File: config.mk
export PLATFORM = sky130hd
export DESIGN_NAME = ehr_fill_ctrl
export DESIGN_NICKNAME = d
export VERILOG_FILES = /design/src/rtl/rng_pkg.sv /design/src/rtl/ehr_fill_ctrl.sv
export SDC_FILE = /design/constraint.sdc
export NUM_CORES = 1
export LEC_CHECK = 0
export BUFFER_PORTS_ARGS = -buffer_cell sky130_fd_sc_hd__buf_2
export CORE_MARGIN = 1
export CORE_UTILIZATION = 50
export DETAILED_ROUTE_END_ITERATION = 10
export HOLD_SLACK_MARGIN = 0.06
export PLACE_DENSITY = 0.74
export SKIP_CTS_REPAIR_TIMING = 1
export SLEW_MARGIN = 20
export SYNTH_ARGS = -nofsm -noshare
export SYNTH_HDL_FRONTEND = slang
export SYNTH_SLANG_ARGS = --single-unit
File: constraint.sdc
create_clock -name rng_clk -period 2.5 [get_ports rng_clk]
set_clock_uncertainty 0.05 [all_clocks]
set_input_delay 0.125 -clock rng_clk [delete_from_list [all_inputs] [get_ports rng_clk]]
set_output_delay 0.125 -clock rng_clk [all_outputs]
set_load 0.005 [all_outputs]
File: src/rtl/rng_pkg.sv
// Shared TRNG definitions: EHR geometry and the fill-controller state type.
// Build option: define EHR_192_BITS_EN for a 192-bit EHR (default 128-bit).
package rng_pkg;

  localparam int WORD_W = 16;

`ifdef EHR_192_BITS_EN
  localparam int EHR_BITS  = 192;
  localparam int EHR_WORDS = 6;
`else
  localparam int EHR_BITS  = 128;
  localparam int EHR_WORDS = 4;
`endif

  // bits_counter value while the final word of a fill is being written
  localparam logic [7:0] LAST_CNT = 8'(EHR_BITS - WORD_W);

  typedef enum logic [1:0] {
    ST_IDLE,
    ST_FILL,
    ST_FULL
  } ehr_state_e;

endpackage

File: src/rtl/ehr_fill_ctrl.sv
// Entropy holding register fill controller: gathers 16-bit words into the EHR,
// holds it full until every word is read by the CPU, then clears and refills.
// Build option: EHR_192_BITS_EN selects the 192-bit EHR (via rng_pkg).
module ehr_fill_ctrl
  import rng_pkg::*;
(
  input  logic       rng_clk,
  input  logic       rst_n,
  input  logic       rng_en,
  input  logic       rst_trng_logic,
  input  logic       crngt_valid,
  input  logic       collector_valid,
  input  logic       trng_crngt_bypass,
  input  logic       curr_test_err,
  input  logic       cpu_ehr_rd,
  input  logic [2:0] cpu_rd_idx,
  output logic [7:0] bits_counter,
  output logic       ehr_wr,
  output logic       ehr_rd_collector,
  output logic       ehr_clr,
  output logic       ehr_valid,
  output logic       ehr_valid_int,
  output logic [7:0] err_cnt,
  output logic       fill_busy
);

  ehr_state_e           state, state_nxt;
  logic [7:0]           cnt_nxt, err_nxt;
  logic [EHR_WORDS-1:0] rd_mask, rd_mask_nxt, rd_bit;
  logic                 clr_nxt, vint_nxt, accept;

  assign accept = (state == ST_FILL) &
                  (crngt_valid | (collector_valid & trng_crngt_bypass)) &
                  !curr_test_err & !rst_trng_logic;

  // CRNGT output wins when both sources are present; collector is popped only when used
  assign ehr_wr           = accept;
  assign ehr_rd_collector = accept & !crngt_valid & trng_crngt_bypass;
  assign ehr_valid        = (state == ST_FULL);
  assign fill_busy        = (state == ST_FILL);

  // out-of-range indices never match, so they are dropped here
  always_comb begin
    rd_bit = '0;
    for (int i = 0; i < EHR_WORDS; i++)
      rd_bit[i] = cpu_ehr_rd && (cpu_rd_idx == 3'(i));
  end

  always_comb begin
    state_nxt   = state;
    cnt_nxt     = bits_counter;
    rd_mask_nxt = rd_mask;
    err_nxt     = err_cnt;
    clr_nxt     = 1'b0;
    vint_nxt    = 1'b0;
    if (rst_trng_logic) begin
      state_nxt   = ST_IDLE;
      cnt_nxt     = '0;
      rd_mask_nxt = '0;
      clr_nxt     = 1'b1;
    end else begin
      case (state)
        ST_IDLE: if (rng_en) state_nxt = ST_FILL;
        ST_FILL: begin
          if (!rng_en) begin
            state_nxt = ST_IDLE;
            cnt_nxt   = '0;
            clr_nxt   = 1'b1;
          end else if (curr_test_err) begin
            cnt_nxt = '0;
            clr_nxt = 1'b1;
            if (err_cnt != 8'hFF) err_nxt = err_cnt + 8'd1;
          end else if (accept) begin
            if (bits_counter == LAST_CNT) begin
              state_nxt = ST_FULL;
              cnt_nxt   = '0;
              vint_nxt  = 1'b1;
            end else begin
              cnt_nxt = bits_counter + 8'(WORD_W);
            end
          end
        end
        ST_FULL: begin
          if (!rng_en) begin
            state_nxt   = ST_IDLE;
            rd_mask_nxt = '0;
            clr_nxt     = 1'b1;
          end else if (&(rd_mask | rd_bit)) begin
            state_nxt   = ST_FILL;
            rd_mask_nxt = '0;
            clr_nxt     = 1'b1;
          end else begin
            rd_mask_nxt = rd_mask | rd_bit;
          end
        end
        default: begin
          state_nxt   = ST_IDLE;
          cnt_nxt     = '0;
          rd_mask_nxt = '0;
        end
      endcase
    end
  end

  always_ff @(posedge rng_clk or negedge rst_n) begin
    if (!rst_n) begin
      state         <= ST_IDLE;
      bits_counter  <= '0;
      rd_mask       <= '0;
      err_cnt       <= '0;
      ehr_clr       <= 1'b0;
      ehr_valid_int <= 1'b0;
    end else begin
      state         <= state_nxt;
      bits_counter  <= cnt_nxt;
      rd_mask       <= rd_mask_nxt;
      err_cnt       <= err_nxt;
      ehr_clr       <= clr_nxt;
      ehr_valid_int <= vint_nxt;
    end
  end

endmodule

==> results.sh, run 1 <==
export IMPL_yosys_area_top_type="dfrtp_1"
export IMPL_viasPerCell=5.72
export IMPL_hold_depth=3
export IMPL_io_buffers=29
export IMPL_num_rows=17
export IMPL_synth_fa_ha_area_share_pct=6.01
export IMPL_async_flop_share_pct=100
export IMPL_ctsLongestPathBuffers=2
export IMPL_clock_sinks=20
export IMPL_synthXorXnorAreaFrac_pct=4.90
export IMPL_r2r_start="state[1]"
export IMPL_num_nets_final=172
export IMPL_cts_inserted_buffers=3
export IMPL_critPathKind="flop to output pin"
export IMPL_min_delay_start="rst_trng_logic"
export IMPL_insertion_delay_ns=0.31
export IMPL_cp_max_fo=8
export IMPL_start_util_pct=54.9
export IMPL_status="complete, no violations"
export IMPL_hold_class="input pin to flop"
export IMPL_drt_wl_total_um=2600
export IMPL_syn_area_per_cell_um2=10.3
export IMPL_period_minus_slack_ns=1.98
export IMPL_yosysTopAreaCellShare_pct=40.0
export IMPL_wl_per_cell_um=14.4
export IMPL_end_kind="output pin"
export IMPL_grt_max_degree=21
export IMPL_tritoncts="done"
export IMPL_drcViolationCount=0
export IMPL_synth_compound_area_share_pct=20.0
export IMPL_root_buffer="clkbuf_4"
export IMPL_powerDensity_mw_per_mm2=635
export IMPL_die_h_um=52
export IMPL_synth_mux_area_share_pct=3.40
export IMPL_htreeDepth=1
export IMPL_rsz0062_at_grt="false"
export IMPL_drive_above_1_share_pct=26.8
export IMPL_ys_ff_latch=20
export IMPL_synth_edff_count=0
export IMPL_arrival_ns=1.80
export IMPL_drt_iter0_drc=16
export IMPL_grt_usage_pct=21.6
export IMPL_area_growth_pct=17.5
export IMPL_yosys_top_cells_area="dfrtp_1 (40%), ha_1 (6.0%), o2111ai_4 (4.2%), xnor2_1 (4.2%), nand2_1 (3.6%)"
export IMPL_grt_overflow_total=0
export IMPL_fin_area_mm2=0.00147
export IMPL_clk_pin_slew_ns=0.12
export IMPL_vias=1035
export IMPL_hold_end="ehr_clr"
export IMPL_synthesis_area_mm2=0.00125
export IMPL_min_period_over_period_pct=79.1
export IMPL_worstSetupStartpointType="flop"
export IMPL_cp_required_ns=2.33
export IMPL_fmaxAchievable_mhz=506
export IMPL_dr_pass1_iters=4
export IMPL_die_area_mm2=0.00270
export IMPL_drv_slew=0
export IMPL_grt_pass1_vias=1002
export IMPL_finalHoldViolations=0
export IMPL_reg2reg_setup_slack_ns=0.53
export IMPL_p_leak_nw=0.681
export IMPL_place_congestion=0.816
export IMPL_ys_seq_area_share_pct=40.0
export IMPL_grt_antenna_before_repair=0
export IMPL_reg2reg_to="bits_counter[7]"
export IMPL_setup_tns_final_ns=0
export IMPL_grt_pass1_wl_um=4220
export IMPL_synth_top_family_by_area="simple AND/OR/NAND/NOR gates"
export IMPL_core_mm2=0.00228
export IMPL_synth_cells=121
export IMPL_cp_startpoint="state[1]"
export IMPL_synth_distinct_cells=43
export IMPL_ir_worst_vdd_uv=559
export IMPL_ioPinCount=34
export IMPL_die_w_um=52
export IMPL_synthFlopType="dfrtp_1"
export IMPL_hpwl_um=1970
export IMPL_detail_route_antenna_nets=0
export IMPL_setup_viol=0
export IMPL_reg2reg_depth=6
export IMPL_layout_commonest_cell="buf_2"
export IMPL_ys_warn_count=0
export IMPL_power_total_w=0.000933
export IMPL_cap_viol_max_count=0
export IMPL_num_antenna_cells=0
export IMPL_synth_simple_area_share_pct=21.6
export IMPL_layout_common_cells="buf_2 (29), dfrtp_1 (20), nand2_1 (12)"
export IMPL_placed_cell_area_mm2=0.00141
## cells by family after synthesis
kind of cell,after synthesis
and+or+nand+nor,44
AOI/OAI and AO/OA,31
xor gates and xnor gates,7
other,1
DFF,20
adders and majority gates,6
muxes,4
buffers and inverters,8
## sequential cells by signal, indices dropped and copies added (netlist names)
register	cells
ehr_clr	1
err_cnt	8
state	2
bits_counter	4
rd_mask	4
ehr_valid_int	1
## critical path: stages, from the launching register on
cell	delay [ns]
dfrtp_1	0.47
inv_1	0.11
ha_1	0.26
nor4b_1	0.34
and3b_1	0.20
buf_2	0.10
## per-stage QoR
| stage | setup WS [ns] | util, % | cells | hold WS [ns] |
|---|---|---|---|---|
| 2_1_floorplan | 0.778 | - | 124 | -0.221 |
| 3_3_place_gp | 0.651 | 61.8 | 176 | 0.0450 |
| 3_5_place_dp | 0.577 | 61.8 | 176 | 0.0518 |
| 4_1_cts | 0.533 | 64.1 | 180 | -0.301 |
| 5_1_grt | 0.296 | 64.5 | 181 | 0.111 |
| 6_report | 0.523 | 64.5 | 181 | 0.105 |
## final cells by class
type	count	area [µm²]
clock inverter	1	30.0
tap	28	35.0
clock buffer	3	22.5
inverter	3	11.3
multi-input combinational	96	714
sequential	20	500
timing repair buffer	30	155
fill	179	807
## worst max path at each step
| stage | cells after the start | to | slack (ns) |
|---|---|---|---|
| finish | 5 | ehr_rd_collector | 0.52 |
| global route | 5 | ehr_rd_collector | 0.30 |
| CTS | 6 | bits_counter[7] | 0.53 |
| detailed placement | 6 | bits_counter[7] | 0.58 |
| global placement | 6 | bits_counter[4] | 0.65 |
| floorplan | 5 | err_cnt[1] | 0.78 |
## cells in the mapped netlist, drive strengths merged (2+ instances only)
cell type,n
a211oi,2
a21oi,4
a31oi,2
a32o,2
and2,2
and3,3
and3b,2
buf,4
dfrtp,20
ha,6
inv,3
mux2,2
mux2i,2
nand2,12
nand2b,2
nand3,2
nand3b,2
nand4,3
nand4b,2
nor2,3
nor3,2
nor3b,2
o2111ai,2
o21a,4
o21ai,8
o31ai,2
or3b,2
xnor2,6
## routing by layer
| metal | GRT usage [%] | part of all wire, % |
|---|---|---|
| met1 | 25.1 | 43 |
| met2 | 37.6 | 51 |
| met3 | 3.51 | 4.0 |
| met4 | 11.3 | 1.8 |
| met5 | 0 | 0 |
## power breakdown
group,leakage (nW),switching [W],internal (W)
Sequential,0.272,0.0000470,0.000359
Clock,0.0279,0.000107,0.000162
Combinational,0.381,0.000138,0.000121
Total,0.681,0.000292,0.000642
Power figures use the tool's default switching activity.
==> run 2, diff against run 1 <==
==> constraint.sdc (replaced) <==
create_clock -name rng_clk -period 1.9 [get_ports rng_clk]
set_clock_uncertainty 0.05 [all_clocks]
set_input_delay 0.095 -clock rng_clk [delete_from_list [all_inputs] [get_ports rng_clk]]
set_output_delay 0.095 -clock rng_clk [all_outputs]
set_load 0.005 [all_outputs]
==> results.sh, run 2 (same netlist as run 1, synthesis figures left out) <==
export IMPL_status="complete, no violations"
export IMPL_end_kind="flop"
export IMPL_regArea_um2=500
export IMPL_start_util_pct=54.9
export IMPL_powerDensity_mw_per_mm2=754
export IMPL_root_buffer="clkbuf_4"
export IMPL_vias=1009
export IMPL_insertion_delay_ns=0.29
export IMPL_hpwl_um=2000
export IMPL_core_mm2=0.00228
export IMPL_nFillCells=182
export IMPL_rsz0062_at_grt="true"
export IMPL_io_buffers=29
export IMPL_hold_class="input pin to flop"
export IMPL_cp_max_fo=8
export IMPL_cts_inserted_buffers=3
export IMPL_cp_top_family="compound AO/OA/AOI/OAI gates"
export IMPL_drcViolationCount=0
export IMPL_multiInputGateArea_um2=744
export IMPL_grt_usage_pct=21.8
export IMPL_ir_worst_vdd_uv=550
export IMPL_layout_common_cells="buf_2 (29), dfrtp_1 (20), nand2_1 (12)"
export IMPL_min_period_over_period_pct=92.7
export IMPL_area_growth_pct=19.2
export IMPL_drt_wl_total_um=2590
export IMPL_die_h_um=52
export IMPL_detail_route_antenna_nets=0
export IMPL_worstSetupStartpointType="flop"
export IMPL_grt_pass1_vias=990
export IMPL_arrival_ns=1.90
export IMPL_dr_pass1_iters=4
export IMPL_critPathSlowestCell="dfrtp_1"
export IMPL_clock_sinks=20
export IMPL_setup_viol=0
export IMPL_largest_reg_flops=8
export IMPL_fmaxAchievable_mhz=568
export IMPL_wl_per_cell_um=14.3
export IMPL_grt_overflow_total=0
export IMPL_placedCellCount=177
export IMPL_reg_largest_list="err_cnt: 8 flops, bits_counter: 4 flops, rd_mask: 4 flops"
export IMPL_period_minus_slack_ns=1.76
export IMPL_tritoncts="done"
export IMPL_num_rows=17
export IMPL_drive_above_1_share_pct=29.2
export IMPL_setup_tns_final_ns=0
export IMPL_cpPeakStageDelay_ns=0.42
export IMPL_path_cells="inv_1 > ha_1 > o2111ai_4 > and3_1 > a32o_1"
export IMPL_finalHoldViolations=0
export IMPL_ioPinCount=34
export IMPL_htreeDepth=1
export IMPL_fin_cells=182
export IMPL_clk_pin_slew_ns=0.11
export IMPL_cp_required_ns=2.04
export IMPL_cap_viol_max_count=0
export IMPL_viasPerCell=5.54
export IMPL_drt_iter0_drc=8
export IMPL_cp_num_buf_inv=1
export IMPL_layout_commonest_cell="buf_2"
export IMPL_die_area_mm2=0.00270
export IMPL_p_leak_nw=0.684
export IMPL_grt_max_degree=21
export IMPL_num_antenna_cells=0
export IMPL_postLayoutCoreUtil_pct=65.5
export IMPL_place_congestion=0.771
export IMPL_ctsLongestPathBuffers=2
export IMPL_grt_antenna_before_repair=0
export IMPL_grt_pass1_wl_um=4280
export IMPL_critPathKind="flop to flop"
export IMPL_die_w_um=52
export IMPL_drv_slew=0
export IMPL_num_nets_final=173
export IMPL_regMostFlops="err_cnt"
run 2: layer usage:
layer	wire length [µm]	GRT usage (%)	up-vias
li1	-	-	509
met1	1190	25.6	480
met2	1330	38.9	18
met3	72	4.09	2
met4	9	7.66	0
met5	0	0	-
run 2: final cells by class:
cell class,count,share of cell area [%]
Timing Repair Buffer,31,10.9
Clock buffer,4,2.43
Tap cell,28,2.35
Sequential cell,20,33.6
Inverter,3,0.756
Multi-Input combinational cell,96,50.0
run 2: stage by stage:
| stage | hold slack, ns | power (W) | worst slack, ns | cell area (µm²) |
|---|---|---|---|---|
| after global routing | 0.123 | 0.00120 | -0.00806 | 1490 |
| after CTS | -0.324 | 0.00113 | 0.0508 | 1450 |
| after detailed placement | 0.0140 | 0.000884 | 0.0756 | 1410 |
| final | 0.0931 | 0.00112 | 0.138 | 1490 |
| after global placement | 0.0133 | 0.000872 | 0.177 | 1410 |
| after floorplan | -0.251 | 0.000758 | 0.178 | 1260 |
run 2: worst paths after layout:
check	startpoint	to	slack, ns	cells past startpoint
max in group asynchronous	rst_n	err_cnt[0]	1.28	2
worst max register to register	state[0]	state[1]	0.14	5
worst min-delay path	rst_trng_logic	ehr_clr	0.09	3
worst max-delay path	state[0]	state[1]	0.14	5
min in group asynchronous	rst_n	ehr_valid_int	0.21	2
worst min register to register	err_cnt[6]	err_cnt[6]	0.46	1
run 2: power by group:
group	leakage [nW]	switching, W	internal [W]	total (W)
Clock	0.0210	0.000120	0.000117	0.000236
Combinational	0.390	0.000190	0.000169	0.000360
Sequential	0.272	0.0000556	0.000472	0.000527
Total	0.684	0.000366	0.000758	0.00112
run 2: tightest hold or removal path: stages:
cell     delay [ns]
buf_2          0.17
a31oi_1        0.06
o21ai_0        0.08
